### config.mk
export PLATFORM = sky130hd
export DESIGN_NAME = mem_access_unit
export DESIGN_NICKNAME = d
export VERILOG_FILES = /design/src/rtl/mem_access_unit.sv
export SDC_FILE = /design/constraint.sdc
export NUM_CORES = 1
export LEC_CHECK = 0
export CAP_MARGIN = 20
export CORE_MARGIN = 2
export CORE_UTILIZATION = 45
export CTS_BUF_LIST = sky130_fd_sc_hd__clkbuf_4
export DETAILED_ROUTE_END_ITERATION = 12
export MAX_ROUTING_LAYER = met4
export PLACE_DENSITY = 0.75
export SLEW_MARGIN = 40
export SYNTH_ARGS = -nofsm -noshare
export SYNTH_HDL_FRONTEND = slang
export SYNTH_SLANG_ARGS = --single-unit
### constraint.sdc
create_clock -name clock -period 4.6 [get_ports clock]
set_input_delay 0.92 -clock clock [delete_from_list [all_inputs] [get_ports clock]]
set_output_delay 0.92 -clock clock [all_outputs]
set_load 0.005 [all_outputs]
### src/rtl/mem_access_unit.sv
// Single-outstanding CPU-to-memory access unit: decodes the address map and
// sequences one access per request (strobe, wait, response).
module mem_access_unit #(
    parameter int unsigned WAIT_CYCLES = 1,
    localparam int unsigned ADDR_W = 16,
    localparam int unsigned DATA_W = 32
) (
    input  logic              clock,
    input  logic              reset_n,
    input  logic              req_valid,
    output logic              req_ready,
    input  logic              req_we,
    input  logic [ADDR_W-1:0] req_addr,
    input  logic [DATA_W-1:0] req_wdata,
    output logic              rsp_valid,
    input  logic              rsp_ready,
    output logic [DATA_W-1:0] rsp_rdata,
    output logic              rsp_err,
    output logic [ADDR_W-1:0] mem_address,
    output logic [DATA_W-1:0] mem_wdata,
    output logic              mem_we,
    input  logic [DATA_W-1:0] mem_rdata,
    output logic              busy
);

    localparam int unsigned CNT_W       = 4;
    localparam int unsigned WAIT_LOAD_I = (WAIT_CYCLES == 32'd0) ? 32'd0 : WAIT_CYCLES - 32'd1;
    localparam logic [CNT_W-1:0]  WAIT_LOAD = CNT_W'(WAIT_LOAD_I);
    localparam logic [ADDR_W-1:0] LOW_END   = 16'h003F;
    localparam logic [ADDR_W-1:0] HIGH_BASE = 16'h0800;
    localparam logic [ADDR_W-1:0] HIGH_END  = 16'h0FFF;

    typedef enum logic [1:0] {
        IDLE   = 2'd0,
        ACCESS = 2'd1,
        WAIT   = 2'd2,
        RESP   = 2'd3
    } state_t;

    state_t             state;
    state_t             next_state;
    logic [CNT_W-1:0]   wait_cnt;
    logic [CNT_W-1:0]   wait_cnt_d;
    logic               we_q;
    logic               we_d;
    logic [ADDR_W-1:0]  addr_q;
    logic [ADDR_W-1:0]  addr_d;
    logic [DATA_W-1:0]  wdata_q;
    logic [DATA_W-1:0]  wdata_d;

    logic               req_ready_d;
    logic               busy_d;
    logic               rsp_valid_d;
    logic [DATA_W-1:0]  rsp_rdata_d;
    logic               rsp_err_d;
    logic [ADDR_W-1:0]  mem_address_d;
    logic [DATA_W-1:0]  mem_wdata_d;
    logic               mem_we_d;

    logic               accept_c;
    logic               mapped_c;

    assign accept_c = req_valid && (state == IDLE);
    assign mapped_c = (req_addr <= LOW_END) || ((req_addr >= HIGH_BASE) && (req_addr <= HIGH_END));

    // State register; all ports are flops loaded from the next-cycle decode.
    always_ff @(posedge clock) begin
        if (!reset_n) begin
            state       <= IDLE;
            wait_cnt    <= '0;
            we_q        <= 1'b0;
            addr_q      <= '0;
            wdata_q     <= '0;
            req_ready   <= 1'b1;
            busy        <= 1'b0;
            rsp_valid   <= 1'b0;
            rsp_rdata   <= '0;
            rsp_err     <= 1'b0;
            mem_address <= '0;
            mem_wdata   <= '0;
            mem_we      <= 1'b0;
        end else begin
            state       <= next_state;
            wait_cnt    <= wait_cnt_d;
            we_q        <= we_d;
            addr_q      <= addr_d;
            wdata_q     <= wdata_d;
            req_ready   <= req_ready_d;
            busy        <= busy_d;
            rsp_valid   <= rsp_valid_d;
            rsp_rdata   <= rsp_rdata_d;
            rsp_err     <= rsp_err_d;
            mem_address <= mem_address_d;
            mem_wdata   <= mem_wdata_d;
            mem_we      <= mem_we_d;
        end
    end

    // Next-state decode; WAIT is skipped entirely when WAIT_CYCLES is 0.
    always_comb begin
        next_state = state;
        case (state)
            IDLE: begin
                if (accept_c) begin
                    next_state = mapped_c ? ACCESS : RESP;
                end
            end
            ACCESS: begin
                next_state = (WAIT_CYCLES == 32'd0) ? RESP : WAIT;
            end
            WAIT: begin
                if (wait_cnt == '0) begin
                    next_state = RESP;
                end
            end
            RESP: begin
                if (rsp_ready) begin
                    next_state = IDLE;
                end
            end
            default: next_state = IDLE;
        endcase
    end

    // Output and datapath decode for the next cycle.
    always_comb begin
        req_ready_d   = (next_state == IDLE);
        busy_d        = (next_state != IDLE);
        rsp_valid_d   = (next_state == RESP);
        rsp_rdata_d   = rsp_rdata;
        rsp_err_d     = rsp_err;
        mem_address_d = '0;
        mem_wdata_d   = '0;
        mem_we_d      = 1'b0;
        wait_cnt_d    = wait_cnt;
        we_d          = we_q;
        addr_d        = addr_q;
        wdata_d       = wdata_q;
        case (state)
            IDLE: begin
                if (accept_c) begin
                    we_d        = req_we;
                    addr_d      = req_addr;
                    wdata_d     = req_wdata;
                    rsp_rdata_d = '0;
                    rsp_err_d   = !mapped_c;
                    if (mapped_c) begin
                        mem_address_d = req_addr;
                        mem_wdata_d   = req_wdata;
                        mem_we_d      = req_we;
                    end
                end
            end
            ACCESS, WAIT: begin
                if (next_state == WAIT) begin
                    mem_address_d = addr_q;
                    mem_wdata_d   = wdata_q;
                    wait_cnt_d    = (state == ACCESS) ? WAIT_LOAD : wait_cnt - CNT_W'(1);
                end else begin
                    // Read data is sampled on the edge that leaves the access phase.
                    rsp_rdata_d = we_q ? '0 : mem_rdata;
                    rsp_err_d   = 1'b0;
                    wait_cnt_d  = '0;
                end
            end
            RESP: begin
                if (next_state == IDLE) begin
                    rsp_rdata_d = '0;
                    rsp_err_d   = 1'b0;
                end
            end
            default: begin
                wait_cnt_d = '0;
            end
        endcase
    end

endmodule

==> key figures, run 1 <==
Status
  – Status: finished, final reports clean

Final layout
  – NumNets Final: between 800 and 900
  – N_diodes: 0
  – Synthesis-to-layout area growth: 34.4%
  – Share of layout cells above drive strength 1: between 6 and 7%
  – Commonest non-fill, non-tap cell in the layout: clkdlybuf4s50_1
  – Commonest cells after routing, fill and taps aside: clkdlybuf4s50_1, nand2_1, dfxtp_1, a21boi_0, nor2_1

Floorplan
  – FP Rows: 40
  – Die area: between 0.01 and 0.015 mm2
  – Core Region: about 0.012 mm2
  – Die width: about 110 um
  – Initial Util: 45.9%
  – DIE HEIGHT: ~110 um
  – I/O pins: 170

Global routing
  – Total global routing overflow: 0
  – Largest net degree at the start of global routing: 64
  – Vias in the first global route: between 4000 and 5000
  – Initial antenna violation count: 0
  – Gr usage total: about 20%
  – First-pass GRT wire length: 20.6 mm

Placement
  – Detail Placement HPWL: between 8 and 9 mm
  – Port buffer count: between 150 and 200
  – Routability cong.: 0.814

Detailed routing
  – 1st-iter DRT viols: 348
  – Via count: about 4600
  – Routed vias/inst: about 5.2
  – Total Wirelength: about 13 mm
  – Drt wl/cell: 14.4 um
  – Drt pass-1 iters: 4
  – # DRC: 0
  – ANT nets after route: 0

Critical path
  – WP data required: between 5 and 6 ns
  – Worst r2r src: state[1]
  – Setup Crit Path Kind: in -> reg
  – Startpoint class of the critical path: primary input
  – Critical path capture point type: register
  – Setup crit start: req_valid
  – Crit-path cells: clkdlybuf4s50_1, and2_2, a21oi_1, o21ai_4, buf_4, mux2i_1
  – Crit path DAT: approximately 3.1 ns
  – CP Max Fanout: 33
  – Slowest stage delay, CP: a little under 0.6 ns
  – CP max stage cell: clkdlybuf4s50_1

Power
  – P_int: around 2500 uW
  – Switch share: between 30% and 40%
  – Clock power share: 19.7%
  – Comb pwr share: between 30% and 40%
  – Psw: about 1400 uW
  – Leakage power: 0.00276 uW
  – Maximum VDD drop: approximately 380 uV
  – Power Density: roughly 530 mW/mm2
  – Seq pwr share: 40.4%

Yosys
  – Cells after Synth: a little under 600
  – Register area share after synthesis: 51.3%
  – Syn nets: slightly below 700
  – Ys Warns: 0
  – Synthesized area: roughly 0.0055 mm2
  – Post-Syn Area per Cell: just over 9 um2
  – Main synth FF type: dfxtp_1
  – #FFs+latches synth: 140
  – Post-synth EDFFs: 0
  – Ys async rst share: 0%
  – Distinct cells, synth: 44

Timing
  – Final worst path period share: roughly three fifths
  – Final setup vio count: 0
  – Tmin final: about 2.7 ns
  – Worst Skew: 0.0174 ns
  – Slew @ Worst Pin: between 0.7 and 0.8 ns
  – Hold Fails Final Rpt: 0
  – Unrepaired setup endpoints after global routing: no
  – Rel. slew slack: between 50% and 60%
  – Hold slack: approximately 0.46 ns
  – F_max: between 0.3 and 0.4 GHz
  – Slew Viols, Final: 0
  – Setup TNS: 0 ns

Clocking
  – Post-CTS setup buffer count: 0
  – Clk sinks: 140
  – Post-cts resize count: 0
  – Clock Tree Root: clkbuf_4
  – Reg clk slew, reported paths: around 0.12 ns
  – Clock Path Buffers: 2
  – CTS buffer count: 17
  – Clk_lat worst skew: between 0.5 and 0.6 ns
  – CTS tree: yes
  – CTS Hold Bufs: 0
  – H-tree depth: 4

Hold path
  – Hold_sp: rsp_rdata[21]
  – Worst hold path class: reg -> reg

Run
  – Max Cap Viol: 0
-- path summary, 6_finish.rpt --
path         depth (start not counted)  slack (ns)             to
min reg2reg                          2        0.46  rsp_rdata[21]
max                                  6        1.92  rsp_rdata[22]
max reg2reg                          7        2.00  rsp_rdata[22]
min                                  2        0.46  rsp_rdata[21]
-- power by group through the flow --
stage               sequential (uW)  clock, uW  combinational [uW]
floorplan                      1580          0                1190
finish                         1560        762                1540
global placement               1580          0                1500
global route                   1590        839                1690
CTS                            1560        784                1560
detailed placement             1590          0                1550
-- layout make-up --
type,count,area [um2]
multi-input cells,392,2350
flip-flops and latches,140,2800
clock inverters,12,123
clock buffers,20,150
well taps,147,184
repair buffers,173,1720
fillers,1014,4570
inverters,6,22.5
-- metrics by stage --
stage / utilization (%) / setup WS, ns / instance area (um2) / total power, uW / std cells
floorplan: - / 2.44 / 5470 / 2770 / 586
global placement: 59.2 / 1.46 / 7060 / 3070 / 858
detailed placement: 59.4 / 1.41 / 7070 / 3140 / 858
CTS: 61.7 / 1.95 / 7350 / 3900 / 890
global route: 61.7 / 1.77 / 7350 / 4120 / 890
finish: 61.7 / 1.92 / 7350 / 3860 / 890
-- per-layer routing --
metal / track usage, % / vias to the layer above / share of wire (%) / wire, um
met5: - / - / 0 / 0
met4: 5.93 / 0 / 0.78 / 99
met3: 6.51 / 10 / 7.4 / 947
met2: 32.7 / 180 / 47 / 6020
met1: 24.2 / 2121 / 45 / 5710
li1: - / 2281 / - / -
-- critical path: cells and delay by family --
kind	cells	cell delay, ns
AOI/OAI and AO/OA	2	0.30
buffers and inverters	2	1.06
muxes	1	0.25
and+or+nand+nor	1	0.55
-- synthesized netlist by cell type, types with 2 or more instances --
master    count  area (um2)
a31o_2        2        17.5
o21a_1        2        15.0
a21boi_0     49         368
buf_6         6        67.6
nor2_1       45         169
and2_1        2        12.5
nor2b_1       4        25.0
nor3_1        3        15.0
mux2i_1      33         330
dfxtp_1     140        2800
buf_12        4        80.1
inv_1         6        22.5
clkbuf_1     24        90.1
o311ai_0      2        17.5
a32oi_1      43         377
and2_2        2        15.0
buf_2        10        50.1
nand2b_1      3        18.8
a21oi_1       2        10.0
nand2_1     167         627
nand3_1       2        10.0
ha_1          8         100
and3_1        6        37.5
-- flip-flops by register name, indices dropped and copies added, names as in the netlist --
name and count:
mem_wdata 32, rsp_rdata 32, wdata_q 32, addr_q 16, mem_address 16, wait_cnt 4
state 2, busy 1, mem_we 1, req_ready 1, rsp_err 1, rsp_valid 1
we_q 1
-- cells by family after synthesis --
family / count (synthesis) / share of synthesized area, %
buf+inv: 54 / 6.25
compound gates: 109 / 16.5
mux: 33 / 6.04
fa+ha+maj: 8 / 1.83
flops: 140 / 51.3
simple gates: 242 / 18.1
Note: power is estimated with default switching activity, not from simulation.
==> inputs of run 2 (changes only) <==
CORE_UTILIZATION = 43   (was 45)
clock period = 2.3 ns   (was 4.6 ns; I/O delays follow)
==> run 2 against run 1 <==
Compared with the run above:
- final cell count is 4.2% higher
- non-clock buffer count is 13 higher
- final area is 2.8% higher
- setup slack worse by 1.7 ns
- routed wire length is 1.3% higher
- clock-buffer cell count is 1 lower
- global-route usage is 0.30 points lower
- register-to-register slack worse by 1.8 ns
- sequential power is 100% higher
- via count is 1.4% higher
- hold slack worse by 0.048 ns
==> key figures, run 2 (synthesis gave the netlist of run 1 again) <==
Timing
  – Tmin final: roughly 2.1 ns
  – Final worst path period share: 91.2%
  – Slew @ Worst Pin: about 0.5 ns
  – Final setup vio count: 0
  – Post-route setup slack: 0.203 ns
  – Worst Skew: roughly 0.011 ns
  – Rel. slew slack: roughly two thirds
  – F_max: about 0.48 GHz
  – Slew Viols, Final: 0
  – Hold Fails Final Rpt: 0

Clocking
  – Clock Tree Root: clkbuf_4
  – Reg clk slew, reported paths: ~0.11 ns
  – CTS tree: yes
  – CTS buffer count: 17
  – Clock Path Buffers: 2
  – CTS Hold Bufs: 0
  – Clk_lat worst skew: ~0.53 ns
  – H-tree depth: 4
  – Clk sinks: 140

Floorplan
  – Die area: roughly 0.014 mm2
  – FP Rows: about 40
  – Initial Util: a little over two fifths
  – DIE HEIGHT: 117 um
  – Die width: roughly 120 um
  – I/O pins: 170
  – Core Region: ~0.013 mm2

Detailed routing
  – # DRC: 0
  – Drt pass-1 iters: 4
  – 1st-iter DRT viols: between 400 and 500
  – Routed vias/inst: about 5
  – ANT nets after route: 0
  – Via count: ~4700
  – Total Wirelength: about 13 mm
  – Drt wl/cell: about 14 um

Critical path
  – Crit path DAT: approximately 2.6 ns
  – Setup Crit Path Kind: reg -> reg
  – CP max stage cell: a311o_1
  – Slowest stage delay, CP: approximately 0.42 ns
  – WP data required: ~2.8 ns
  – Crit-path cells: inv_1, ha_2, nor3_1, nand3_1, a311o_1, o21ai_4, buf_12, mux2i_1
  – Startpoint class of the critical path: register
  – CP Max Fanout: 17
  – Critical path capture point type: register

Final layout
  – Regs by FF count: mem_wdata (32), rsp_rdata (32), wdata_q (32)
  – Non-filler cells, final: 927
  – Synthesis-to-layout area growth: 38.1%
  – Commonest cells after routing, fill and taps aside: clkdlybuf4s50_1, nand2_1, dfxtp_1, a21boi_0, nor2_1
  – Flip-flop and latch area: about 0.0028 mm2
  – Area of the multi-input gates: approximately 0.0023 mm2
  – N_diodes: 0
  – NumNets Final: 836
  – Fillers: 1097
  – Share of layout cells above drive strength 1: under 10%
  – Commonest non-fill, non-tap cell in the layout: clkdlybuf4s50_1

Power
  – Power Density: approximately 1100 mW/mm2
  – Pwr Total: about 8100 uW
  – Maximum VDD drop: roughly 700 uV
  – Leakage power: between 0.002 and 0.003 uW

Placement
  – Port buffer count: approximately 170
  – Cells after DPL: 896
  – Routability cong.: approximately 0.74
  – Dpl ws: around 0.04 ns
  – Detail Placement HPWL: about 8.7 mm

Global routing
  – Largest net degree at the start of global routing: roughly 70
  – Gr usage total: between 10% and 20%
  – Total global routing overflow: 0
  – First-pass GRT wire length: 20.7 mm
  – Initial antenna violation count: 0
  – Vias in the first global route: around 4600

Run
  – Max Cap Viol: 0

Hold path
  – Worst hold path class: in -> reg

Status
  – Status: finished, final reports clean
## run 2: power by group
group | internal (uW) | switching (uW)
clock network | 745 | 813
registers | 2890 | 245
logic | 1640 | 1740
total | 5270 | 2800
## run 2: per-layer routing
layer / vias up / wire length [um] / GRT usage [%]
li1: 2316 / - / -
met1: 2151 / 5710 / 23.2
met2: 176 / 6000 / 31.9
met3: 14 / 1060 / 6.64
met4: 0 / 165 / 7.61
met5: - / 0 / -
## run 2: cell type report
cell class              count  share of cell area [%]
clock buffers              19                    1.89
clock inverters            12                    1.71
inverters                   6                   0.298
multi-input cells         392                    30.9
repair buffers            186                    25.2
well taps                 172                    2.85
flip-flops and latches    140                    37.2
## run 2: path summary, 6_finish.rpt
check / start / to / slack, ns / cells past startpoint
setup / recovery: state[0] / rsp_rdata[29] / 0.20 / 8
hold / removal: reset_n / mem_address[11] / 0.41 / 3
setup reg to reg: state[0] / rsp_rdata[29] / 0.20 / 8
hold reg to reg: rsp_rdata[28] / rsp_rdata[28] / 0.46 / 2
## run 2: critical path, delay by kind of cell (launching register included)
family	cells	cell delay, ns
AOI/OAI and AO/OA	2	0.54
DFF	1	0.40
and+or+nand+nor	2	0.32
buffers and inverters	2	0.30
adders and majority gates	1	0.25
muxes	1	0.21
## run 2: per-stage QoR
stage,TNS [ns],hold WS (ns),util [%],cell area (um2)
global placement,0,0.441,58.1,7270
global route,-0.00432,0.391,60.3,7550
floorplan,0,0.439,-,5470
detailed placement,0,0.449,58.1,7270
finish,0,0.414,60.3,7550
CTS,0,0.369,60.3,7540
## run 2: what timing repair did
action                                  4_1_cts  5_1_grt
endpoints found under the setup margin        0       39
gates resized for setup                       0        3
buffers inserted                              0        0
